$ cat config.mk
export PLATFORM = sky130hd
export DESIGN_NAME = stream_muxn
export DESIGN_NICKNAME = d
export VERILOG_FILES = /design/src/rtl/stream_muxn.sv
export SDC_FILE = /design/constraint.sdc
export NUM_CORES = 1
export LEC_CHECK = 0
export ABC_AREA = 1
export BUFFER_PORTS_ARGS = -buffer_cell sky130_fd_sc_hd__buf_4
export CAP_MARGIN = 20
export CORE_ASPECT_RATIO = 0.7
export CORE_MARGIN = 1
export CORE_UTILIZATION = 44
export DETAILED_ROUTE_END_ITERATION = 6
export GPL_ROUTABILITY_DRIVEN = 0
export PLACE_DENSITY = 0.84
export SYNTH_ARGS = -nofsm -noshare
export SYNTH_HDL_FRONTEND = slang
export SYNTH_SLANG_ARGS = --single-unit
export TNS_END_PERCENT = 1
$ cat constraint.sdc
create_clock -name clk -period 1.4 [get_ports clk]
set_input_delay 0.07 -clock clk [delete_from_list [all_inputs] [get_ports clk]]
set_output_delay 0.07 -clock clk [all_outputs]
set_load 0.03 [all_outputs]
$ cat src/rtl/stream_muxn.sv
// N-channel valid/ready stream multiplexer with a single registered output stage.
// Define STREAM_MUXN_RR_EN for round-robin arbitration; default is fixed priority.
module stream_muxn #(
  parameter int unsigned WIDTH = 32,
  parameter int unsigned N     = 4,
  localparam int unsigned SELW = (N > 1) ? $clog2(N) : 1
) (
  input  logic                 clk,
  input  logic                 rst_n,
  input  logic [N-1:0]         in_valid,
  input  logic [N*WIDTH-1:0]   in_data,
  output logic [N-1:0]         in_ready,
  output logic                 out_valid,
  output logic [WIDTH-1:0]     out_data,
  output logic [SELW-1:0]      out_sel,
  input  logic                 out_ready
);

  logic             load;
  logic             any_grant;
  logic             xfer;
  logic [N-1:0]     grant;
  logic [SELW-1:0]  gnt_idx;
  logic [WIDTH-1:0] sel_data;

  assign load = !out_valid || out_ready;

`ifdef STREAM_MUXN_RR_EN
  logic [SELW-1:0] ptr_q, ptr_d;

  // Scan channels starting at the pointer, wrapping modulo N.
  always_comb begin
    int unsigned idx;
    idx       = 0;
    grant     = '0;
    gnt_idx   = '0;
    any_grant = 1'b0;
    for (int unsigned k = 0; k < N; k++) begin
      idx = (int'(ptr_q) + k) % N;
      if (!any_grant && in_valid[idx]) begin
        any_grant    = 1'b1;
        grant[idx]   = 1'b1;
        gnt_idx      = SELW'(idx);
      end
    end
  end

  always_comb begin
    ptr_d = ptr_q;
    if (xfer) begin
      ptr_d = (gnt_idx == SELW'(N - 1)) ? '0 : gnt_idx + 1'b1;
    end
  end

  always_ff @(posedge clk or negedge rst_n) begin
    if (!rst_n) begin
      ptr_q <= '0;
    end else begin
      ptr_q <= ptr_d;
    end
  end
`else
  // Fixed priority: lowest valid index wins.
  always_comb begin
    grant     = '0;
    gnt_idx   = '0;
    any_grant = 1'b0;
    for (int unsigned i = 0; i < N; i++) begin
      if (!any_grant && in_valid[i]) begin
        any_grant = 1'b1;
        grant[i]  = 1'b1;
        gnt_idx   = SELW'(i);
      end
    end
  end
`endif

  // rst_n gates ready so no channel sees an acceptance while reset is held.
  assign in_ready = grant & {N{load & rst_n}};
  assign xfer     = any_grant && load && rst_n;
  assign sel_data = in_data[gnt_idx*WIDTH +: WIDTH];

  always_ff @(posedge clk or negedge rst_n) begin
    if (!rst_n) begin
      out_valid <= 1'b0;
      out_data  <= '0;
      out_sel   <= '0;
    end else if (xfer) begin
      out_valid <= 1'b1;
      out_data  <= sel_data;
      out_sel   <= gnt_idx;
    end else if (out_ready) begin
      out_valid <= 1'b0;
    end
  end

endmodule

## Word-level counts from Yosys, hierarchy flattened

Index checks and enable logic that the tools add are counted.

- Shift operators: 1
- Muxes and demuxes: 12
- Bitwise logic cells: 2
- Reduce and logical (&&, ||, !) cells: 11

Operators by type and width:

| cell | count |
|---|---|
| $shiftx 128x8->32 | 1 |
| $mux 1 | 10 |
| $logic_and 1x1->1 | 5 |
| $and 4x4->4 | 1 |
| $logic_not 1->1 | 4 |
| $mux 2 | 2 |
| $reduce_bool 2->1 | 1 |
| $and 1x1->1 | 1 |
| $logic_or 1x1->1 | 1 |

- Flip-flop bits (word level): 35
- Logic and storage cells: 29

## Depth between registers and ports, before layout

Gate-level depths: netlist (run 1).

- Depth in word-level cells: 13
- Depth in mapped cells: 10
- Depth with buffers taken out: 9

## Worst setup path before layout (run 1)

OpenSTA, ideal clock, no wires.

- Path kind: reg2out
- From: reg out_valid
- To: out in_ready[2]
- Arrival: 1.734 ns
- Setup slack: -0.404 ns
- Stages on the path, launching flop included: 4
- Path buffers: 0
- Cells stage by stage: dfrtp_1 -> a21oi_1 -> inv_1 -> nor4_1

- Longest elaborated chain between the ends: 4

RTL lines:

| what | RTL line | RTL |
|---|---|---|
| start: declaration | 13 | `output logic out_valid,` |
| start signal: assignment | 85 | `out_valid <= 1'b0;` |
| start signal: assignment | 89 | `out_valid <= 1'b1;` |
| start signal: assignment | 93 | `out_valid <= 1'b0;` |
| $logic_not 1->1 | 26 | `assign load = !out_valid \|\| out_ready;` |
| $logic_or 1x1->1 | 26 |  |
| $and 1x1->1 | 79 | `assign in_ready = grant & {N{load & rst_n}};` |
| $and 4x4->4 | 79 |  |
| end: declaration | 12 | `output logic [N-1:0] in_ready,` |

No other way between the ends.

## Final worst setup path (run 1)

Same ends and word-level chain as after synthesis.

==> run metrics, run 1 <==
period utilization=97.7%; maximum capacitance violations=0; number of inserted filler cells in the final layout=547; Max Fanout on Critical Path=4; Worst Setup Path Type=reg -> out; worst min path class=in -> reg; cell family with the largest share of critical-path delay=flip-flops; port bufs=173; cell chain of the critical path=a21oi_2 -> inv_2 -> nor4_4 -> buf_4; total length of routed wires=9.41 mm; number of instances in the synthesized netlist=480; number of iterations in the first detailed-routing pass=7; CP Data Arrival Time=1.30 ns; outcome=finished with violations; violations in the final reports=DRC; slew of the pin with the lowest slew margin=0.469 ns; most common library cell in the layout ignoring fill and taps=sky130_fd_sc_hd__buf_4; number of vias in the routed layout=3,641; worst reg2reg setup slack=0.11 ns; endpoint class of the critical path=primary output; diode count=0; RSZ-0062 raised after global routing=yes; FF-to-FF End=out_data[20]; total overflow reported by the global router=0; worst-case clock buffer depth=2; leading cell types in the layout, fill and taps excluded=sky130_fd_sc_hd__buf_4, sky130_fd_sc_hd__nand2_1, sky130_fd_sc_hd__inv_1, sky130_fd_sc_hd__nand3_1, sky130_fd_sc_hd__dfrtp_1; count of state elements after synthesis=35; proportion of synthesized chip area in sequential cells=30.7%; count of placed standard cells including taps=720; max-slew violation total from the final report=0; CTS Buf Count=5; vertical die dimension=69.4 um; H-tree levels=2; worst setup skew after layout=0.00363 ns; Worst-Skew Late Latency=0.28 ns; post-synthesis cell type count=21; Final Instance Count excl. Fillers=728; cell area after synthesis=2860 um^2; setup tns final=0 ns; final critical delay including setup and external delays=1.37 ns; area of the die=6820 um^2; end of the critical path=in_ready[2]; depth of the worst register-to-register path=7; final-report hold violation count=0; vias in the first global route=3,455; CTS tree=built; TritonCTS sink count=35; VDD IR-drop max=411 uV; warnings from Yosys=0; total routing usage reported by global routing=28.4%; power per cell area=854 nW/um^2; leakage power of the design=2.61 nW; Cell Rows=24; met3 wire length=1.04 mm; number of nets still failing antenna checks after routing=0; routed vias/inst=5.00; clock slew seen by the registers of the worst setup and hold paths=0.06 ns; pin count of the biggest net entering global routing=36; layout cell share with drive strength beyond 1=32.0%; kind of launch point of the worst setup path=register; Post-Syn Nets=615; cell with the largest stage delay on the worst path=sky130_fd_sc_hd__dfrtp_1; reg-to-reg critical path startpoint=out_valid; average routed wire per standard cell=12.9 um; sum of met2 wire segment lengths after detailed routing=4.37 mm; slew margin rel.=68.7%; count of final setup violators=0; worst setup path start=out_valid; buffer cell driving the clock tree root=sky130_fd_sc_hd__clkbuf_8; Chip Width=98.3 um; logic depth of the worst setup path including buffers=4; DR iter-0 viols=166; required time at the endpoint of the critical path=1.33 ns; Remaining DRCs=11; Std-Cell Core Area=6250 um^2; final core utilization=70.7%; mean post-synth cell area=5.95 um^2; synth-to-layout area growth=54.5%; effective utilization at floorplan=45.7%; dpl hpwl=7.23 mm; top-level port count=174; Total Nets Final=786; antenna violations before repair=0; highest clock rate=0.731 GHz; top routing layer used=met4; total power=3.77 mW; number of buffers and inverters on the critical path=2; wire length of the first global-routing pass=15.6 mm; largest stage delay on the critical path=0.39 ns; Routed met1 length=3.90 mm
-- area by class of cell --
class	count	area (um^2)	area share, %
inverters	97	367	8.31
repair buffers	194	1530	34.8
multi-input cells	318	1470	33.2
clock buffers	6	72.6	1.64
well taps	78	97.6	2.21
flip-flops and latches	35	876	19.8
-- registers in the layout, indices dropped and copies added (netlist names) --
name	count
out_valid	1
out_data	32
out_sel	2
-- synth_stat cells --
cell type | count | area, um^2
sky130_fd_sc_hd__buf_2 | 12 | 60.1
sky130_fd_sc_hd__inv_2 | 1 | 3.75
sky130_fd_sc_hd__nor2_4 | 1 | 11.3
sky130_fd_sc_hd__buf_4 | 2 | 15.0
sky130_fd_sc_hd__a31oi_1 | 1 | 6.26
sky130_fd_sc_hd__nor4_1 | 1 | 6.26
sky130_fd_sc_hd__nand2_2 | 3 | 18.8
sky130_fd_sc_hd__nand3_1 | 65 | 325
sky130_fd_sc_hd__inv_1 | 96 | 360
sky130_fd_sc_hd__nor2_1 | 24 | 90.1
sky130_fd_sc_hd__buf_6 | 4 | 45.0
sky130_fd_sc_hd__o21ai_2 | 1 | 8.76
sky130_fd_sc_hd__nand2_1 | 147 | 552
sky130_fd_sc_hd__buf_1 | 1 | 3.75
sky130_fd_sc_hd__nand3_2 | 1 | 10.0
sky130_fd_sc_hd__a21oi_1 | 21 | 105
sky130_fd_sc_hd__dfrtp_1 | 35 | 876
sky130_fd_sc_hd__o21ai_0 | 33 | 165
sky130_fd_sc_hd__clkbuf_1 | 9 | 33.8
sky130_fd_sc_hd__clkbuf_2 | 2 | 10.0
sky130_fd_sc_hd__nand3b_1 | 20 | 150
-- stage by stage --
stage | setup WS [ns] | area (um^2) | hold WS [ns]
2_1_floorplan | -0.0341 | 2870 | -0.226
5_1_grt | -0.0715 | 4410 | 0.0892
3_5_place_dp | 0.0144 | 4320 | 0.161
3_3_place_gp | 0.0840 | 4320 | 0.164
4_1_cts | 0.0114 | 4410 | 0.0816
6_report | 0.0326 | 4410 | 0.0844
-- cells by family after synthesis --
kind of cell           count (synthesis)  share of synthesized area [%]
buffers and inverters                127                           18.6
AO/OA/AOI/OAI                         56                           9.99
flip-flops                            35                           30.7
AND/OR/NAND/NOR                      262                           40.7
-- worst min-delay path, delay by kind of cell --
kind,cells,cell delay [ns]
buffers and inverters,2,0.15
AND/OR/NAND/NOR,2,0.11
-- how the worst min path moves through the flow --
stage / start / to / slack [ns] / cells past startpoint
detailed placement: rst_n / out_data[6] / 0.16 / 2
global route: out_ready / out_valid / 0.09 / 4
global placement: rst_n / out_valid / 0.16 / 2
CTS: out_ready / out_valid / 0.08 / 4
finish: out_ready / out_valid / 0.08 / 4
floorplan: rst_n / out_data[0] / -0.23 / 0
-- power breakdown --
group	internal, mW	switching, mW
clock network	0.332	0.334
logic	0.775	1.01
registers	1.20	0.119
-- per-layer routing --
metal,vias to the layer above,global-route usage (%)
met5,-,0
met4,0,7.13
met3,12,6.75
met2,205,46.9
met1,1621,37.5
li1,1803,-
-- timing repair --
item                       in CTS  in global routing
setup buffers                   1                  0
hold buffers                    1                  0
pin swaps                       1                  2
setup endpoints to repair       4                 11
hold endpoints to repair       35                  0
resized for setup               2                  1
Power figures use the tool's default switching activity.
==> inputs of run 2 (changes only) <==
Settings changed: CELL_PAD_IN_SITES_DETAIL_PLACEMENT from default to 1, CELL_PAD_IN_SITES_GLOBAL_PLACEMENT from default to 2, CORE_UTILIZATION 44 to 18, PLACE_DENSITY 0.84 to 0.78.
Clock period 1.4 ns to 1.23 ns, I/O delays scaled along.
==> run 2 against run 1 <==
The flow finishes with violations (DRC, setup timing). Wire length is 33% higher. Via count is 0.74% lower. Power is 37% higher. Cell area is 9.1% higher. Register-to-register slack worse by 0.18 ns. Sequential power is 14% higher. Hold slack worse by 0.0042 ns. Non-clock buffer count is 6 higher. Clock power is 130% higher. Clock skew is 0.00069 ns lower. Largest cell class unchanged. Highest routed layer unchanged.
==> run metrics, run 2 (synthesis results as in run 1) <==
outcome=finished with violations; violations in the final reports=DRC, setup timing; effective utilization at floorplan=18.4% (-27 points); highest clock rate=0.753 GHz; worst reg2reg setup slack=-0.07 ns (-0.18 ns); TritonCTS sink count=35 (unchanged); count of final setup violators=31 (+31); area of the die=16,400 um^2 (+140%); Remaining DRCs=12 (+1); post-route cell area=4820 um^2 (+9.1%); buffer cell driving the clock tree root=sky130_fd_sc_hd__clkbuf_16; Min-Delay Path Depth=4 (unchanged); Max Fanout on Critical Path=4 (unchanged); wire length of the first global-routing pass=19.3 mm (+24%); pin count of the biggest net entering global routing=44 (+22%); reg-to-reg critical path startpoint=out_valid; DR iter-0 viols=157 (-5.4%); worst-case clock buffer depth=2 (unchanged); CP Data Arrival Time=1.27 ns (-0.03 ns); Post-CTS Setup Bufs=0 (-1); power per cell area=1070 nW/um^2 (+26%); routed vias/inst=4.21 (-16%); Chip Width=153 um (+55%); Std-Cell Core Area=15,500 um^2 (+150%); worst min path class=in -> reg; CTS Buf Count=5 (unchanged); most common library cell in the layout ignoring fill and taps=sky130_fd_sc_hd__buf_4; slew margin rel.=65.7% (-3.0 points); worst setup skew after layout=0.00294 ns (-0.000692 ns); portion of total power attributed to sequential cells=29.3% (-5.7 points); antenna violations before repair=0 (unchanged); capture endpoint of the worst hold path=out_valid; number of vias in the routed layout=3,614 (-0.74%); number of iterations in the first detailed-routing pass=6 (-1); Clock Power Share=29.2% (+12 points); RSZ-0062 raised after global routing=yes; required time at the endpoint of the critical path=1.17 ns (-0.16 ns); flip-flop count of the largest register after layout=32 (unchanged); slew of the pin with the lowest slew margin=0.514 ns (+0.0455 ns); H-tree levels=2 (unchanged); Total Nets Final=792 (+0.76%); max-slew violation total from the final report=0 (unchanged); clock slew seen by the registers of the worst setup and hold paths=0.06 ns (about the same); logic gate share of total power=41.5% (-5.8 points); Final Instance Count excl. Fillers=858 (+18%); VDD IR-drop max=445 uV (+8.2%); depth of the worst register-to-register path=7 (unchanged); hold slack final=0.0802 ns (-0.00418 ns); Cell Rows=38 (+58%); FF-to-FF End=out_data[31]; Post-Place Worst Slack=-0.0962 ns (-0.111 ns); total routing usage reported by global routing=14.9% (-13 points); cell area reported after detailed placement=4540 um^2 (+5.1%); Sw Pwr=1.86 mW (+27%); diode count=0 (unchanged); number of nets still failing antenna checks after routing=0 (unchanged); port bufs=173 (unchanged); total overflow reported by the global router=0 (unchanged); maximum capacitance violations=0 (unchanged); kind of launch point of the worst setup path=register; Worst-Skew Late Latency=0.28 ns (about the same); top-level port count=174 (unchanged); leakage power of the design=2.71 nW (+4.1%); Final Worst Setup Slack=-0.0972 ns (-0.130 ns); period utilization=108%; total power=5.17 mW (+37%); count of placed standard cells including taps=847 (+18%); vertical die dimension=107 um (+55%); CTS tree=built; endpoint class of the critical path=primary output; leading cell types in the layout, fill and taps excluded=sky130_fd_sc_hd__buf_4, sky130_fd_sc_hd__nand2_1, sky130_fd_sc_hd__inv_1, sky130_fd_sc_hd__nand3_1, sky130_fd_sc_hd__dfrtp_1; vias in the first global route=3,744 (+8.4%); Worst Setup Path Type=reg -> out; average routed wire per standard cell=14.5 um (+13%); launch point of the worst hold path=out_ready; synth-to-layout area growth=68.6%; register with the most flip-flops=out_data; P_int=3.31 mW (+44%); layout cell share with drive strength beyond 1=33.7% (+1.7 points); final critical delay including setup and external delays=1.33 ns; dpl hpwl=9.64 mm (+33%); Sw Ratio=35.9% (-2.9 points); final-report hold violation count=0 (unchanged); total length of routed wires=12.5 mm (+33%); registers with the most flip-flops=out_data: 32 flops, out_sel: 2 flops, out_valid: 1 flops
==> run 2: final cells by class <==
type | instances | area, um^2
clock buffer | 6 | 139
clock inverter | 2 | 35.0
fill | 1974 | 10700
inverter | 97 | 369
multi-input combinational | 318 | 1490
sequential | 35 | 877
tap | 200 | 250
timing repair buffer | 200 | 1660
==> run 2: metal layers <==
metal	wire length, um	track usage [%]
met3	823	2.98
met1	6170	20.9
met2	5400	23.7
met5	0	0
met4	83	2.89
==> run 2: repair_timing <==
action | 4_1_cts | 5_1_grt
endpoints found under the setup margin | 37 | 37
hold endpoints to repair | 35 | 0
pin swaps | 0 | 4
hold buffers | 1 | 0
gates cloned | 0 | 2
gates resized for setup | 2 | 11
==> run 2: per-stage QoR <==
step           setup TNS, ns  util (%)
5_1_grt                -3.36      31.1
3_5_place_dp           -1.96      29.3
3_3_place_gp          -0.212      29.3
6_report              -0.847      31.1
4_1_cts                -2.44      30.5
2_1_floorplan          -2.02         -
==> run 2: worst max-delay path by stage <==
stage	startpoint	to	cells past startpoint
final	out_valid	in_ready[2]	4
after global routing	out_valid	in_ready[2]	4
after CTS	out_valid	out_data[31]	7
after detailed placement	in_valid[1]	out_data[11]	10
after global placement	in_valid[1]	out_data[11]	10
after floorplan	out_valid	out_data[16]	8
==> run 2: worst max-delay path: stages (launching register included) <==
cell	delay (ns)
sky130_fd_sc_hd__dfrtp_2	0.42
sky130_fd_sc_hd__a21oi_4	0.16
sky130_fd_sc_hd__inv_2	0.09
sky130_fd_sc_hd__nor4_4	0.13
sky130_fd_sc_hd__buf_4	0.20
==> run 2: power groups by stage <==
| stage | clock network, mW | registers (mW) | logic [mW] |
|---|---|---|---|
| final | 1.51 | 1.51 | 2.15 |
| after global routing | 1.61 | 1.54 | 2.34 |
| after CTS | 1.57 | 1.52 | 2.12 |
| after detailed placement | 0 | 1.53 | 2.11 |
| after global placement | 0 | 1.53 | 2.07 |
| after floorplan | 0 | 1.94 | 0.662 |
